`src/rtl/mem_arbiter.sv`:
```
// Byte-wide RAM arbiter between instruction fetch and the load/store buffer.
// Splits 1/2/4-byte accesses into per-byte cycles and reassembles reads little-endian.
module mem_arbiter #(
    parameter logic [1:0] IO_HI = 2'b11
) (
    input  logic        clk_in,
    input  logic        rst_in,
    input  logic        rdy_in,

    input  logic [7:0]  mem_din,
    output logic [7:0]  mem_dout,
    output logic [31:0] mem_a,
    output logic        mem_wr,

    input  logic        io_buffer_full,
    input  logic        clear_all,

    input  logic        if_req,
    input  logic [31:0] if_addr,
    output logic        if_done,
    output logic [31:0] if_data,

    input  logic        lsb_go,
    input  logic        lsb_ls,
    input  logic [2:0]  lsb_width,
    input  logic [31:0] lsb_addr,
    input  logic [31:0] lsb_wdata,
    output logic        lsb_received,
    output logic        lsb_has_result,
    output logic [31:0] lsb_rdata
);

    localparam int unsigned AW = 32;
    localparam int unsigned DW = 32;
    localparam int unsigned BW = 8;
    localparam int unsigned CW = 3;

    localparam logic [1:0] S_IDLE = 2'd0;
    localparam logic [1:0] S_RD   = 2'd1;
    localparam logic [1:0] S_WR   = 2'd2;

    localparam logic REQ_IF = 1'b0;
    localparam logic REQ_LS = 1'b1;

    logic [1:0]    state_q, state_d;
    logic [CW-1:0] cnt_q, cnt_d;
    logic [CW-1:0] n_q, n_d;
    logic          req_q, req_d;
    logic          last_grant_q, last_grant_d;
    logic [AW-1:0] base_q, base_d;
    logic [DW-1:0] wdata_q, wdata_d;
    logic [DW-1:0] rbuf_q, rbuf_d;

    logic [AW-1:0] mem_a_q, mem_a_d;
    logic [BW-1:0] mem_dout_q, mem_dout_d;
    logic          mem_wr_q, mem_wr_d;
    logic          if_done_q, if_done_d;
    logic [DW-1:0] if_data_q, if_data_d;
    logic          lsb_received_q, lsb_received_d;
    logic          lsb_has_result_q, lsb_has_result_d;
    logic [DW-1:0] lsb_rdata_q, lsb_rdata_d;

    logic [CW-1:0] n_lsb;
    logic          lsb_req;
    logic          grant_ls;
    logic          grant_if;
    logic          io_stall;
    logic          io_stall_accept;
    logic [1:0]    rd_idx;
    logic [DW-1:0] rbuf_ins;
    logic [BW-1:0] wbyte;

    // Unsupported widths fall back to a single byte.
    always_comb begin
        case (lsb_width)
            3'd1:    n_lsb = 3'd1;
            3'd2:    n_lsb = 3'd2;
            3'd4:    n_lsb = 3'd4;
            default: n_lsb = 3'd1;
        endcase
    end

    // The LSB drops lsb_go one edge after the acceptance pulse; ignore it meanwhile.
    assign lsb_req  = lsb_go & ~lsb_received_q;
    assign grant_ls = (state_q == S_IDLE) & ~clear_all & lsb_req
                    & (~if_req | (last_grant_q == REQ_IF));
    assign grant_if = (state_q == S_IDLE) & ~clear_all & if_req & ~grant_ls;

    assign io_stall        = (base_q[17:16] == IO_HI) & io_buffer_full;
    assign io_stall_accept = (lsb_addr[17:16] == IO_HI) & io_buffer_full;

    // Byte returned now belongs to the address issued two edges earlier.
    assign rd_idx   = 2'(cnt_q - 3'd2);
    assign rbuf_ins = rbuf_q | (32'(mem_din) << {rd_idx, 3'b000});
    assign wbyte    = 8'(wdata_q >> {cnt_q[1:0], 3'b000});

    always_comb begin
        state_d          = state_q;
        cnt_d            = cnt_q;
        n_d              = n_q;
        req_d            = req_q;
        last_grant_d     = last_grant_q;
        base_d           = base_q;
        wdata_d          = wdata_q;
        rbuf_d           = rbuf_q;
        mem_a_d          = mem_a_q;
        mem_dout_d       = mem_dout_q;
        mem_wr_d         = 1'b0;
        if_done_d        = 1'b0;
        if_data_d        = if_data_q;
        lsb_received_d   = 1'b0;
        lsb_has_result_d = 1'b0;
        lsb_rdata_d      = lsb_rdata_q;

        case (state_q)
            S_IDLE: begin
                if (grant_ls) begin
                    req_d          = REQ_LS;
                    last_grant_d   = REQ_LS;
                    base_d         = lsb_addr;
                    n_d            = n_lsb;
                    wdata_d        = lsb_wdata;
                    rbuf_d         = '0;
                    mem_a_d        = lsb_addr;
                    lsb_received_d = 1'b1;
                    if (lsb_ls) begin
                        if (io_stall_accept) begin
                            cnt_d   = 3'd0;
                            state_d = S_WR;
                        end else begin
                            mem_wr_d   = 1'b1;
                            mem_dout_d = lsb_wdata[7:0];
                            cnt_d      = 3'd1;
                            state_d    = (n_lsb == 3'd1) ? S_IDLE : S_WR;
                        end
                    end else begin
                        cnt_d   = 3'd1;
                        state_d = S_RD;
                    end
                end else if (grant_if) begin
                    req_d        = REQ_IF;
                    last_grant_d = REQ_IF;
                    base_d       = if_addr;
                    n_d          = 3'd4;
                    rbuf_d       = '0;
                    mem_a_d      = if_addr;
                    cnt_d        = 3'd1;
                    state_d      = S_RD;
                end
            end

            S_RD: begin
                if (clear_all) begin
                    state_d = S_IDLE;
                    cnt_d   = 3'd0;
                end else begin
                    cnt_d = cnt_q + 3'd1;
                    if (cnt_q < n_q) begin
                        mem_a_d = base_q + 32'(cnt_q);
                    end
                    if (cnt_q >= 3'd2) begin
                        rbuf_d = rbuf_ins;
                    end
                    if (cnt_q == n_q + 3'd1) begin
                        state_d = S_IDLE;
                        cnt_d   = 3'd0;
                        if (req_q == REQ_IF) begin
                            if_done_d = 1'b1;
                            if_data_d = rbuf_ins;
                        end else begin
                            lsb_has_result_d = 1'b1;
                            lsb_rdata_d      = rbuf_ins;
                        end
                    end
                end
            end

            S_WR: begin
                // A committed store ignores clear_all; only a full I/O buffer holds it.
                if (!io_stall) begin
                    mem_a_d    = base_q + 32'(cnt_q);
                    mem_dout_d = wbyte;
                    mem_wr_d   = 1'b1;
                    cnt_d      = cnt_q + 3'd1;
                    if (cnt_q + 3'd1 == n_q) begin
                        state_d = S_IDLE;
                        cnt_d   = 3'd0;
                    end
                end
            end

            default: begin
                state_d = S_IDLE;
                cnt_d   = 3'd0;
            end
        endcase
    end

    always_ff @(posedge clk_in or negedge rst_in) begin
        if (!rst_in) begin
            state_q          <= S_IDLE;
            cnt_q            <= '0;
            n_q              <= '0;
            req_q            <= REQ_IF;
            last_grant_q     <= REQ_IF;
            base_q           <= '0;
            wdata_q          <= '0;
            rbuf_q           <= '0;
            mem_a_q          <= '0;
            mem_dout_q       <= '0;
            mem_wr_q         <= 1'b0;
            if_done_q        <= 1'b0;
            if_data_q        <= '0;
            lsb_received_q   <= 1'b0;
            lsb_has_result_q <= 1'b0;
            lsb_rdata_q      <= '0;
        end else if (rdy_in) begin
            state_q          <= state_d;
            cnt_q            <= cnt_d;
            n_q              <= n_d;
            req_q            <= req_d;
            last_grant_q     <= last_grant_d;
            base_q           <= base_d;
            wdata_q          <= wdata_d;
            rbuf_q           <= rbuf_d;
            mem_a_q          <= mem_a_d;
            mem_dout_q       <= mem_dout_d;
            mem_wr_q         <= mem_wr_d;
            if_done_q        <= if_done_d;
            if_data_q        <= if_data_d;
            lsb_received_q   <= lsb_received_d;
            lsb_has_result_q <= lsb_has_result_d;
            lsb_rdata_q      <= lsb_rdata_d;
        end
    end

    // The RAM pauses on the same rdy_in, so a held write strobe must not leak through.
    assign mem_wr         = mem_wr_q & rdy_in;
    assign mem_a          = mem_a_q;
    assign mem_dout       = mem_dout_q;
    assign if_done        = if_done_q;
    assign if_data        = if_data_q;
    assign lsb_received   = lsb_received_q;
    assign lsb_has_result = lsb_has_result_q;
    assign lsb_rdata      = lsb_rdata_q;

endmodule
```
`config.mk`:
```
export PLATFORM = sky130hd
export DESIGN_NAME = mem_arbiter
export DESIGN_NICKNAME = d
export VERILOG_FILES = /design/src/rtl/mem_arbiter.sv
export SDC_FILE = /design/constraint.sdc
export NUM_CORES = 1
export LEC_CHECK = 0
export CAP_MARGIN = 20
export CORE_ASPECT_RATIO = 2
export CORE_MARGIN = 1.5
export CORE_UTILIZATION = 55
export DETAILED_ROUTE_END_ITERATION = 16
export GPL_TIMING_DRIVEN = 0
export PLACE_DENSITY = 0.86
export SLEW_MARGIN = 20
export SYNTH_ARGS = -nofsm -noshare
export SYNTH_HDL_FRONTEND = slang
export SYNTH_SLANG_ARGS = --single-unit
```
`constraint.sdc`:
```
create_clock -name clk_in -period 7.6 [get_ports clk_in]
set_input_delay 2.28 -clock clk_in [delete_from_list [all_inputs] [get_ports clk_in]]
set_output_delay 2.28 -clock clk_in [all_outputs]
set_load 0.03 [all_outputs]
```
==> summary.md, run 1 <==
| Metric | Value |
|---|---|
| Met2 GRT Util | about 60% |
| Fin. max-slew vios | 0 |
| Top_reg_cell synth | dfrtp_1 |
| Number of max-cap violations | 0 |
| Worst EP arrival | 3.30 ns |
| Sw frac | 38.9% |
| EDFF count, synth | 0 |
| Die Wd | between 90 and 100 um |
| Final period utilization | between 70 and 80% |
| Drt wl/cell | between 20 and 25 um |
| Hold path depth | 1 |
| Clk pwr share | 20.4% |
| Classification of the worst setup path | input port to output pin |
| Initial antenna violation count | 1 |
| Layout Skew | approximately 0.013 ns |
| Root Driver | clkbuf_16 |
| Mapped cell area | between 10000 and 15000 um^2 |
| Endpoints failing setup | 0 |
| Worst IR Drop VDD | 0.251 mV |
| CP max FO | 10 |
| CTS tree | built |
| Final hold viol count | 0 |
| Worst Max-Slew Pin Slew | between 1 and 1.5 ns |
| Comb pwr share | a little over two fifths |
| Vias in the first global route | 8761 |
| I/O pins | around 220 |
| Synth warnings | 0 |
| Layout net count | around 1200 |
| Unique masters post-synth | 56 |
| CTS Buffer Depth | 3 |
| RD Place Congestion | 0.976 |
| Routing usage on met1 | between 30% and 40% |
| DR vias/cell | 6.04 |
| Clk pin slew, worst setup/hold paths | around 0.070 ns |
| R2R cell count | 10 |
| Syn nets | ~1000 |
| Initial core utilization | a little under three fifths |
| End point of the critical path | mem_wr |
| Post-CTS resize count | 0 |
| Switch Pwr | 0.00200 W |
| Area Overhead vs Synth | 31.2% |
| Most common cell after layout, fill and taps aside | dfrtp_1 |
| GRT Residual Overflow | 0 |
| CP startpoint kind | input port |
| Port Buffers | around 210 |
| TNS Setup | 0 ns |
| Iter 0 DRT Violations | about 350 |
| GR peak layer | met2 |
| CP Launch Point | rdy_in |
| Sequential-to-total area share from yosys stat | between 50% and 60% |
| Grt met3 use | 3.90% |
| Setup Fix Bufs, Post-CTS | 0 |
| Die Ht | just under 200 um |
| Clock buffer count from CTS | 20 |
| Mapped Cells | about 870 |
| Die ar. | between 15000 and 20000 um^2 |
| Leak Pwr | approximately 6.3 nW |
| Share of cells above drive strength 1 | between 10% and 20% |
| Pwr per Cell Area | 386 nW/um^2 |
| Reg-to-reg endpoint | mem_a[29]$_DFFE_PN0P_ |
| R2R Setup Slk | ~4.4 ns |
| RSZ-0062 raised after global routing | false |
| H-tree level count | 1 |
| Via count | between 8000 and 9000 |
| CP required | 5.32 ns |
| Hold buffers post-CTS | 0 |
| Post-synth ARST share | 100% |
| Avg Cell Area, Syn | 11.7 um^2 |
| Fmax | 179 MHz |
| Internal power | 0.00314 W |
| Commonest non-fill, non-tap cells in the layout | 213 x dfrtp_1, 212 x clkdlybuf4s50_1, 121 x mux2_2, 59 x nand2_1, 48 x nor2_1 |
| Reg2reg start | cnt_q[0]$_DFFE_PN0P_ |
| Flops & latches, synth | approximately 210 |
| Crit end category | output pin |
| Power Total | roughly 0.005 W |
| Clock sink count | about 210 |
| Outcome | finished clean |
| TritonRoute pass-1 iters | 5 |
| Worst Hold Class | flop to flop |
| Total global-route track usage | between 30% and 40% |
| Final wirelength | 30.0 mm |
| Worst skew pair latency | 0.50 ns |
| Final ANT Viol Nets | 0 |
| Sequential share of power | 36.4% |
| Detail Placement HPWL | between 20 and 25 mm |
| First-pass GRT wire length | roughly 47 mm |
| Core ar. | roughly 18000 um^2 |
| Largest net degree at the start of global routing | between 100 and 150 |
| Core Rows | 70 |
| Tmin final | approximately 5.6 ns |
| Drt drc | 0 |
| Rel. slew slack | between 20% and 30% |
## through the flow
stage / utilization, % / instance area, um^2 / cells / hold WS (ns) / worst slack (ns)
floorplan: - / 10200 / 869 / 0.454 / 2.58
global placement: 69.0 / 12600 / 1298 / 0.467 / -4.46
detailed placement: 69.4 / 12600 / 1300 / 0.476 / 2.01
CTS: 73.2 / 13300 / 1336 / 0.491 / 2.01
global route: 73.2 / 13300 / 1337 / 0.512 / 1.97
finish: 73.2 / 13300 / 1337 / 0.485 / 2.02
## power by group through the flow
stage | combinational [W] | clock [W] | sequential [W]
floorplan | 0.00107 | 0 | 0.00215
global placement | 0.00215 | 0 | 0.00186
detailed placement | 0.00221 | 0 | 0.00188
CTS | 0.00223 | 0.00107 | 0.00187
global route | 0.00237 | 0.00110 | 0.00192
finish | 0.00222 | 0.00105 | 0.00187
## cell families after synthesis
logic type	count (synthesis)	synth area share, %
adder cells (fa/ha/maj)	14	1.80
AO/OA/AOI/OAI	175	11.5
XOR/XNOR	32	3.05
buffers and inverters	71	2.89
multiplexers	162	18.4
AND/OR/NAND/NOR	202	9.90
flip-flops	213	52.4
## metal layers
layer / routed length (um) / vias to the layer above
li1: - / 3627
met1: 9690 / 3998
met2: 16700 / 318
met3: 1370 / 133
met4: 2260 / 0
met5: 0 / -
## critical path, stage by stage
cell and delay (ns):
buf_2 0.20, and2_1 0.16, clkdlybuf4s50_1 0.66
## area by class of cell
cell class              instances  area (um^2)
diodes                          1         2.50
plain buffers                  57          241
clock buffers                  26          574
clock inverters                10          111
fillers                      1296         4880
inverters                      14         52.6
multi-input cells             585         4560
flip-flops and latches        213         5330
well taps                     216          270
repair buffers                215         2190
## state kept, by name (all words and copies together), names as in the netlist
register	count
last_grant_q	1
lsb_received	1
mem_a	32
state_q	2
mem_wr_q	1
wdata_q	32
rbuf_q	32
base_q	32
n_q	3
lsb_rdata	32
cnt_q	3
mem_dout	8
if_data	32
lsb_has_result	1
if_done	1
## synth_stat cells, types with 2 or more instances
cell | instances | area (um^2)
nor4b_1 | 2 | 17.5
a211oi_1 | 4 | 30.0
o21ai_0 | 44 | 220
buf_1 | 10 | 37.5
xnor2_1 | 13 | 114
xor2_1 | 17 | 149
nor2b_1 | 5 | 31.3
and2_1 | 5 | 31.3
a21o_1 | 32 | 240
mux4_2 | 8 | 180
nand4_1 | 10 | 62.6
a31o_2 | 2 | 17.5
xor3_1 | 2 | 47.6
inv_1 | 14 | 52.6
mux2i_1 | 33 | 330
buf_2 | 13 | 65.1
nand2_1 | 59 | 221
o31ai_1 | 5 | 37.5
nor3_1 | 9 | 45.0
or3_1 | 2 | 12.5
mux2_2 | 121 | 1360
nand3_1 | 14 | 70.1
or4_1 | 2 | 15.0
a211o_1 | 5 | 43.8
a21boi_0 | 5 | 37.5
nor3b_1 | 3 | 22.5
nor4_1 | 31 | 194
a22o_1 | 5 | 43.8
and3_1 | 4 | 25.0
clkbuf_1 | 32 | 120
nor2_1 | 48 | 180
a221o_1 | 15 | 150
dfrtp_1 | 213 | 5330
ha_1 | 13 | 163
and4_1 | 2 | 17.5
a21oi_1 | 47 | 235
## how the worst min path moves through the flow
stage                           from               endpoint  slack (ns)
2_1_floorplan  base_q[0]$_DFFE_PN0P_  base_q[0]$_DFFE_PN0P_        0.45
3_3_place_gp     if_done$_DFFE_PN0P_    if_done$_DFFE_PN0P_        0.47
3_5_place_dp     if_done$_DFFE_PN0P_    if_done$_DFFE_PN0P_        0.48
4_1_cts          if_done$_DFFE_PN0P_    if_done$_DFFE_PN0P_        0.49
5_1_grt          if_done$_DFFE_PN0P_    if_done$_DFFE_PN0P_        0.51
6_report         if_done$_DFFE_PN0P_    if_done$_DFFE_PN0P_        0.49
Note: power is estimated with default switching activity, not from simulation.
==> run 2, diff against run 1 <==
--- a/config.mk
+++ b/config.mk
@@ -8,10 +8,10 @@
 export CAP_MARGIN = 20
 export CORE_ASPECT_RATIO = 2
 export CORE_MARGIN = 1.5
-export CORE_UTILIZATION = 55
+export CORE_UTILIZATION = 46
 export DETAILED_ROUTE_END_ITERATION = 16
 export GPL_TIMING_DRIVEN = 0
-export PLACE_DENSITY = 0.86
+export PLACE_DENSITY = 0.77
 export SLEW_MARGIN = 20
 export SYNTH_ARGS = -nofsm -noshare
 export SYNTH_HDL_FRONTEND = slang
==> constraint.sdc (replaced) <==
create_clock -name clk_in -period 4.5 [get_ports clk_in]
set_input_delay 1.35 -clock clk_in [delete_from_list [all_inputs] [get_ports clk_in]]
set_output_delay 1.35 -clock clk_in [all_outputs]
set_load 0.03 [all_outputs]
==> run 2 against run 1 <==
Wire length is 0.28% higher. Critical path type unchanged. Register-to-register slack worse by 3.1 ns. Cell count is 4.0% higher. Highest routed layer unchanged. Via count is 1.7% lower. Non-clock buffer count stayed put. Critical path depth stayed put. Clock-buffer cell count is 1 lower. Clock power is 59% higher. Sequential power is 68% higher. Worst setup slack worse by 1.3 ns. Core utilization is 11 points lower. Clock skew is 0.0020 ns lower.
==> summary.md, run 2 (synthesized netlist as in run 1, its figures left out) <==
| Metric | Value |
|---|---|
| CTS Buffer Depth | 3 |
| Outcome | finished clean |
| Die Wd | 108 um |
| CTS tree | built |
| Core Rows | 76 |
| RD Place Congestion | approximately 0.98 |
| Area Overhead vs Synth | 31.3% |
| Hold buffers post-CTS | 0 |
| Power Total | ~0.0086 W |
| Via count | about 7900 |
| Final hold viol count | 0 |
| Fmax | approximately 270 MHz |
| Iter 0 DRT Violations | ~330 |
| Core ar. | between 20000 and 25000 um^2 |
| Final period utilization | just over 80% |
| Pre-CTS setup slack | ~0.53 ns |
| H-tree level count | 1 |
| Sequential share of power | between 30% and 40% |
| I/O pins | around 220 |
| DR vias/cell | between 5 and 6 |
| Crit end category | output pin |
| Hold slack | 0.486 ns |
| Delay of the slowest critical-path stage | about 0.66 ns |
| Initial core utilization | between 40% and 50% |
| Final wirelength | 30.1 mm |
| Commonest non-fill, non-tap cells in the layout | 213 x dfrtp_1, 212 x clkdlybuf4s50_1, 121 x mux2_2, 59 x nand2_1, 48 x nor2_1 |
| Worst Hold Class | flop to flop |
| Initial antenna violation count | 1 |
| First-pass GRT wire length | about 46 mm |
| Worst skew pair latency | roughly 0.50 ns |
| Pwr per Cell Area | roughly 640 nW/um^2 |
| CP startpoint kind | input port |
| Drt drc | 0 |
| Share of cells above drive strength 1 | 17.0% |
| Vias in the first global route | between 8000 and 9000 |
| Largest net degree at the start of global routing | 98 |
| Number of max-cap violations | 0 |
| Placement-stage cell area | ~13000 um^2 |
| Critical path, cell by cell | buf_2, and2_1, clkdlybuf4s50_1 |
| Worst Max-Slew Pin Slew | between 1 and 1.5 ns |
| Detail Placement HPWL | ~23 mm |
| Final Cell Area | around 13000 um^2 |
| Slowest stage cell, crit path | clkdlybuf4s50_1 |
| Die Ht | 213 um |
| Root Driver | clkbuf_16 |
| Clock sink count | around 210 |
| Internal power | roughly 0.0052 W |
| Drt wl/cell | approximately 22 um |
| Classification of the worst setup path | input port to output pin |
| Rel. slew slack | about 30% |
| Post-CTS resize count | 0 |
| Setup Fix Bufs, Post-CTS | 0 |
| CP required | ~3.2 ns |
| TritonRoute pass-1 iters | 4 |
| Worst setup margin | about 0.76 ns |
| Layout Skew | 0.0110 ns |
| Clock buffer count from CTS | 19 |
| Final ANT Viol Nets | 0 |
| Endpoints failing setup | 0 |
| RSZ-0062 raised after global routing | false |
| Tmin final | between 3 and 4 ns |
| Port Buffers | around 210 |
| Clk pwr share | between 10% and 20% |
| Leak Pwr | 6.25 nW |
| Worst IR Drop VDD | roughly 0.40 mV |
| Sw frac | 38.8% |
| Worst EP arrival | 2.39 ns |
| GRT Residual Overflow | 0 |
| Total global-route track usage | between 20% and 30% |
| Most common cell after layout, fill and taps aside | dfrtp_1 |
| Clk pin slew, worst setup/hold paths | around 0.07 ns |
| CP max FO | 10 |
| Fin. max-slew vios | 0 |
| Switch Pwr | 0.00332 W |
| Die ar. | about 23000 um^2 |
| R2R Setup Slk | roughly 1.3 ns |
| Comb pwr share | about 44% |
| Layout net count | approximately 1200 |
run 2: changes by cell type in the layout (fill, tap and decap cells not counted):
cell / change
nor3b_2: +1
clkbuf_16: -2
inv_6: -1
clkinvlp_4: -2
clkbuf_8: +1
nor3b_1: -1
run 2: power by group through the flow:
stage / Sequential (W) / Combinational [W] / Clock [W]
2_1_floorplan: 0.00364 / 0.00181 / 0
3_3_place_gp: 0.00314 / 0.00365 / 0
3_5_place_dp: 0.00317 / 0.00375 / 0
4_1_cts: 0.00315 / 0.00376 / 0.00170
5_1_grt: 0.00323 / 0.00402 / 0.00176
6_report: 0.00315 / 0.00374 / 0.00167
run 2: routing by layer:
metal / wire [um] / global-route usage, % / vias up
met5: 0 / 0 / -
met4: 1960 / 17.4 / 0
met3: 1610 / 4.37 / 93
met2: 17200 / 51.1 / 268
met1: 9350 / 24.4 / 3945
li1: - / - / 3629
run 2: path summary, 6_finish.rpt:
check                                      startpoint                endpoint  depth (start not counted)
worst max register to register   cnt_q[0]$_DFFE_PN0P_   mem_a[16]$_DFFE_PN0P_                         10
min in group asynchronous                      rst_in  wdata_q[9]$_DFFE_PN0P_                          1
max in group asynchronous                      rst_in  base_q[16]$_DFFE_PN0P_                          3
worst max-delay path                           rdy_in                  mem_wr                          3
worst min register to register  base_q[2]$_DFFE_PN0P_   base_q[2]$_DFFE_PN0P_                          2
worst min-delay path            base_q[2]$_DFFE_PN0P_   base_q[2]$_DFFE_PN0P_                          2
run 2: through the flow:
step	util [%]	TNS [ns]	std cells
after floorplan	-	0	869
after global placement	58.6	-1457.04	1355
after detailed placement	58.9	0	1357
after CTS	61.8	0	1389
after global routing	61.9	0	1390
final	61.9	0	1390
run 2: layout make-up:
class	instances	area (um^2)
sequential	213	5330
clock buffer	25	538
antenna	1	2.50
inverter	14	52.6
multi-input combinational	585	4570
fill	1772	8230
timing repair buffer	215	2190
tap	273	342
buffer	57	241
clock inverter	7	87.6
run 2: worst max-delay path, delay by kind of cell:
family                 cells  cell delay [ns]
buffers and inverters      2             0.87
and+or+nand+nor            1             0.16
==> run 3, diff against run 2 <==
==> constraint.sdc (replaced) <==
create_clock -name clk_in -period 3.2 [get_ports clk_in]
set_input_delay 0.96 -clock clk_in [delete_from_list [all_inputs] [get_ports clk_in]]
set_output_delay 0.96 -clock clk_in [all_outputs]
set_load 0.03 [all_outputs]
==> run 3 against run 2 <==
Clock-buffer cell count unchanged. Total power increased by 41%. Cell count increased by 0.14%. Non-clock buffer count increased by 2. Clock skew about the same. Clock power increased by 40%. Global-route usage about the same. Worst setup slack got worse by 0.53 ns. Critical path type is now input port to flop. Largest cell class unchanged.
==> summary.md, run 3 (synthesized netlist as in run 1, its figures left out) <==
| Metric | Value |
|---|---|
| Share of cells above drive strength 1 | between 15 and 20% |
| Largest net degree at the start of global routing | 98 |
| Outcome | finished clean |
| Final period utilization | 92.7% |
| Worst IR Drop VDD | around 0.56 mV |
| Layout net count | 1236 |
| CTS Buffer Depth | 3 |
| Tmin final | between 2 and 3 ns |
| Endpoints failing setup | 0 |
| CP max FO | 10 |
| CP required | about 3.6 ns |
| Crit end category | flop |
| Clock sink count | between 200 and 250 |
| Reg-to-reg endpoint | mem_a[31]$_DFFE_PN0P_ |
| Final hold viol count | 0 |
| Clock buffer count from CTS | 19 |
| Power Total | 0.0121 W |
| GRT Residual Overflow | 0 |
| Placed Cells | 1357 |
| Worst EP arrival | around 3.4 ns |
| Final wirelength | about 30 mm |
| Commonest non-fill, non-tap cells in the layout | 213 x dfrtp_1, 212 x clkdlybuf4s50_1, 121 x mux2_2, 58 x nand2_1, 48 x nor2_1 |
| Rel. slew slack | a little under a third |
| TritonRoute pass-1 iters | 5 |
| Port Buffers | about 210 |
| Most common cell after layout, fill and taps aside | dfrtp_1 |
| Worst Max-Slew Pin Slew | roughly 1 ns |
| R2R Setup Slk | 0.27 ns |
| Clk pin slew, worst setup/hold paths | 0.07 ns |
| Core ar. | around 22000 um^2 |
| Final ANT Viol Nets | 0 |
| Drt drc | 0 |
| Number of max-cap violations | 0 |
| Utilization after layout | around 62% |
| R2R cell count | 9 |
| Initial core utilization | 47.1% |
| Core Rows | between 70 and 80 |
| CP startpoint kind | input port |
| Via count | ~8000 |
| First-pass GRT wire length | 45.9 mm |
| Leak Pwr | between 6 and 7 nW |
| Iter 0 DRT Violations | 313 |
| Worst skew pair latency | about 0.5 ns |
| Area Overhead vs Synth | 31.6% |
| Root Driver | clkbuf_16 |
| Vias in the first global route | approximately 8600 |
| Detail Placement HPWL | between 20 and 25 mm |
| Die ar. | roughly 23000 um^2 |
| Pwr per Cell Area | ~900 nW/um^2 |
| Drt wl/cell | around 22 um |
| I/O pins | 223 |
| H-tree level count | 1 |
| TNS Setup | 0 ns |
| Reg2reg start | state_q[0]$_DFFE_PN0P_ |
| Total global-route track usage | between 20% and 30% |
| Fin. max-slew vios | 0 |
| Die Wd | between 100 and 150 um |
| Layout Skew | 0.0115 ns |
| Classification of the worst setup path | input port to flop |
| Initial antenna violation count | 1 |
| RD Place Congestion | about 1 |
| Worst Hold Class | input port to asynchronous set/reset pin |
| RSZ-0062 raised after global routing | false |
| Fin cells | 1392 |
| Fmax | about 340 MHz |
| Die Ht | ~210 um |
| DR vias/cell | 5.73 |
| CTS tree | built |
## run 3: critical path: stages
cell and delay, ns:
clkdlybuf4s50_1 0.42, nor2b_1 0.16, o311ai_2 0.59, nand2b_1 0.30, clkbuf_1 0.51, nor4_1 0.12
a221o_1 0.28
## run 3: what timing repair did
item / in CTS / in global routing
gates resized for setup: 0 / 3
hold buffers: 0 / 0
pin swaps: 1 / 0
endpoints found under the setup margin: 10 / 50
setup buffers: 2 / 0
## run 3: cell type report
type                            count  area [um^2]
Antenna cell                        1         2.50
Clock inverter                      7         87.6
Multi-Input combinational cell    585         4580
Fill cell                        1769         8210
Tap cell                          273          342
Buffer                             57          241
Timing Repair Buffer              217         2210
Sequential cell                   213         5330
Inverter                           14         52.6
Clock buffer                       25          538
## run 3: per-stage QoR
stage	hold WS, ns	cell area (um^2)	worst slack (ns)
2_1_floorplan	0.454	10200	0.686
3_3_place_gp	0.466	12600	-7.77
3_5_place_dp	0.474	12700	-0.380
6_report	0.313	13400	0.235
5_1_grt	0.319	13400	0.0539
4_1_cts	0.310	13400	0.0254
## run 3: worst max-delay path by stage
stage | startpoint | endpoint | slack, ns | depth (start not counted)
global placement | rst_in | lsb_has_result$_DFFE_PN0P_ | -7.77 | 1
floorplan | lsb_go | mem_a[29]$_DFFE_PN0P_ | 0.69 | 7
detailed placement | lsb_go | mem_a[28]$_DFFE_PN0P_ | -0.38 | 8
global route | state_q[1]$_DFFE_PN0P_ | mem_a[25]$_DFFE_PN0P_ | 0.05 | 9
finish | lsb_go | mem_a[31]$_DFFE_PN0P_ | 0.23 | 7
CTS | cnt_q[0]$_DFFE_PN0P_ | mem_a[16]$_DFFE_PN0P_ | 0.03 | 10
## run 3: report_power, final
group / leakage, nW / internal (W) / switching, W
clock: 0.309 / 0.00134 / 0.000996
combinational: 3.19 / 0.00234 / 0.00294
sequential: 2.76 / 0.00369 / 0.000745
## run 3: routing by layer
layer  vias to the layer above  wire, um  GRT usage, %
met5                         -         0             0
met4                         0      1950          17.2
met3                        92      1570          4.40
met2                       273     17200          51.3
met1                      3971      9440          24.4
li1                       3637         -             -
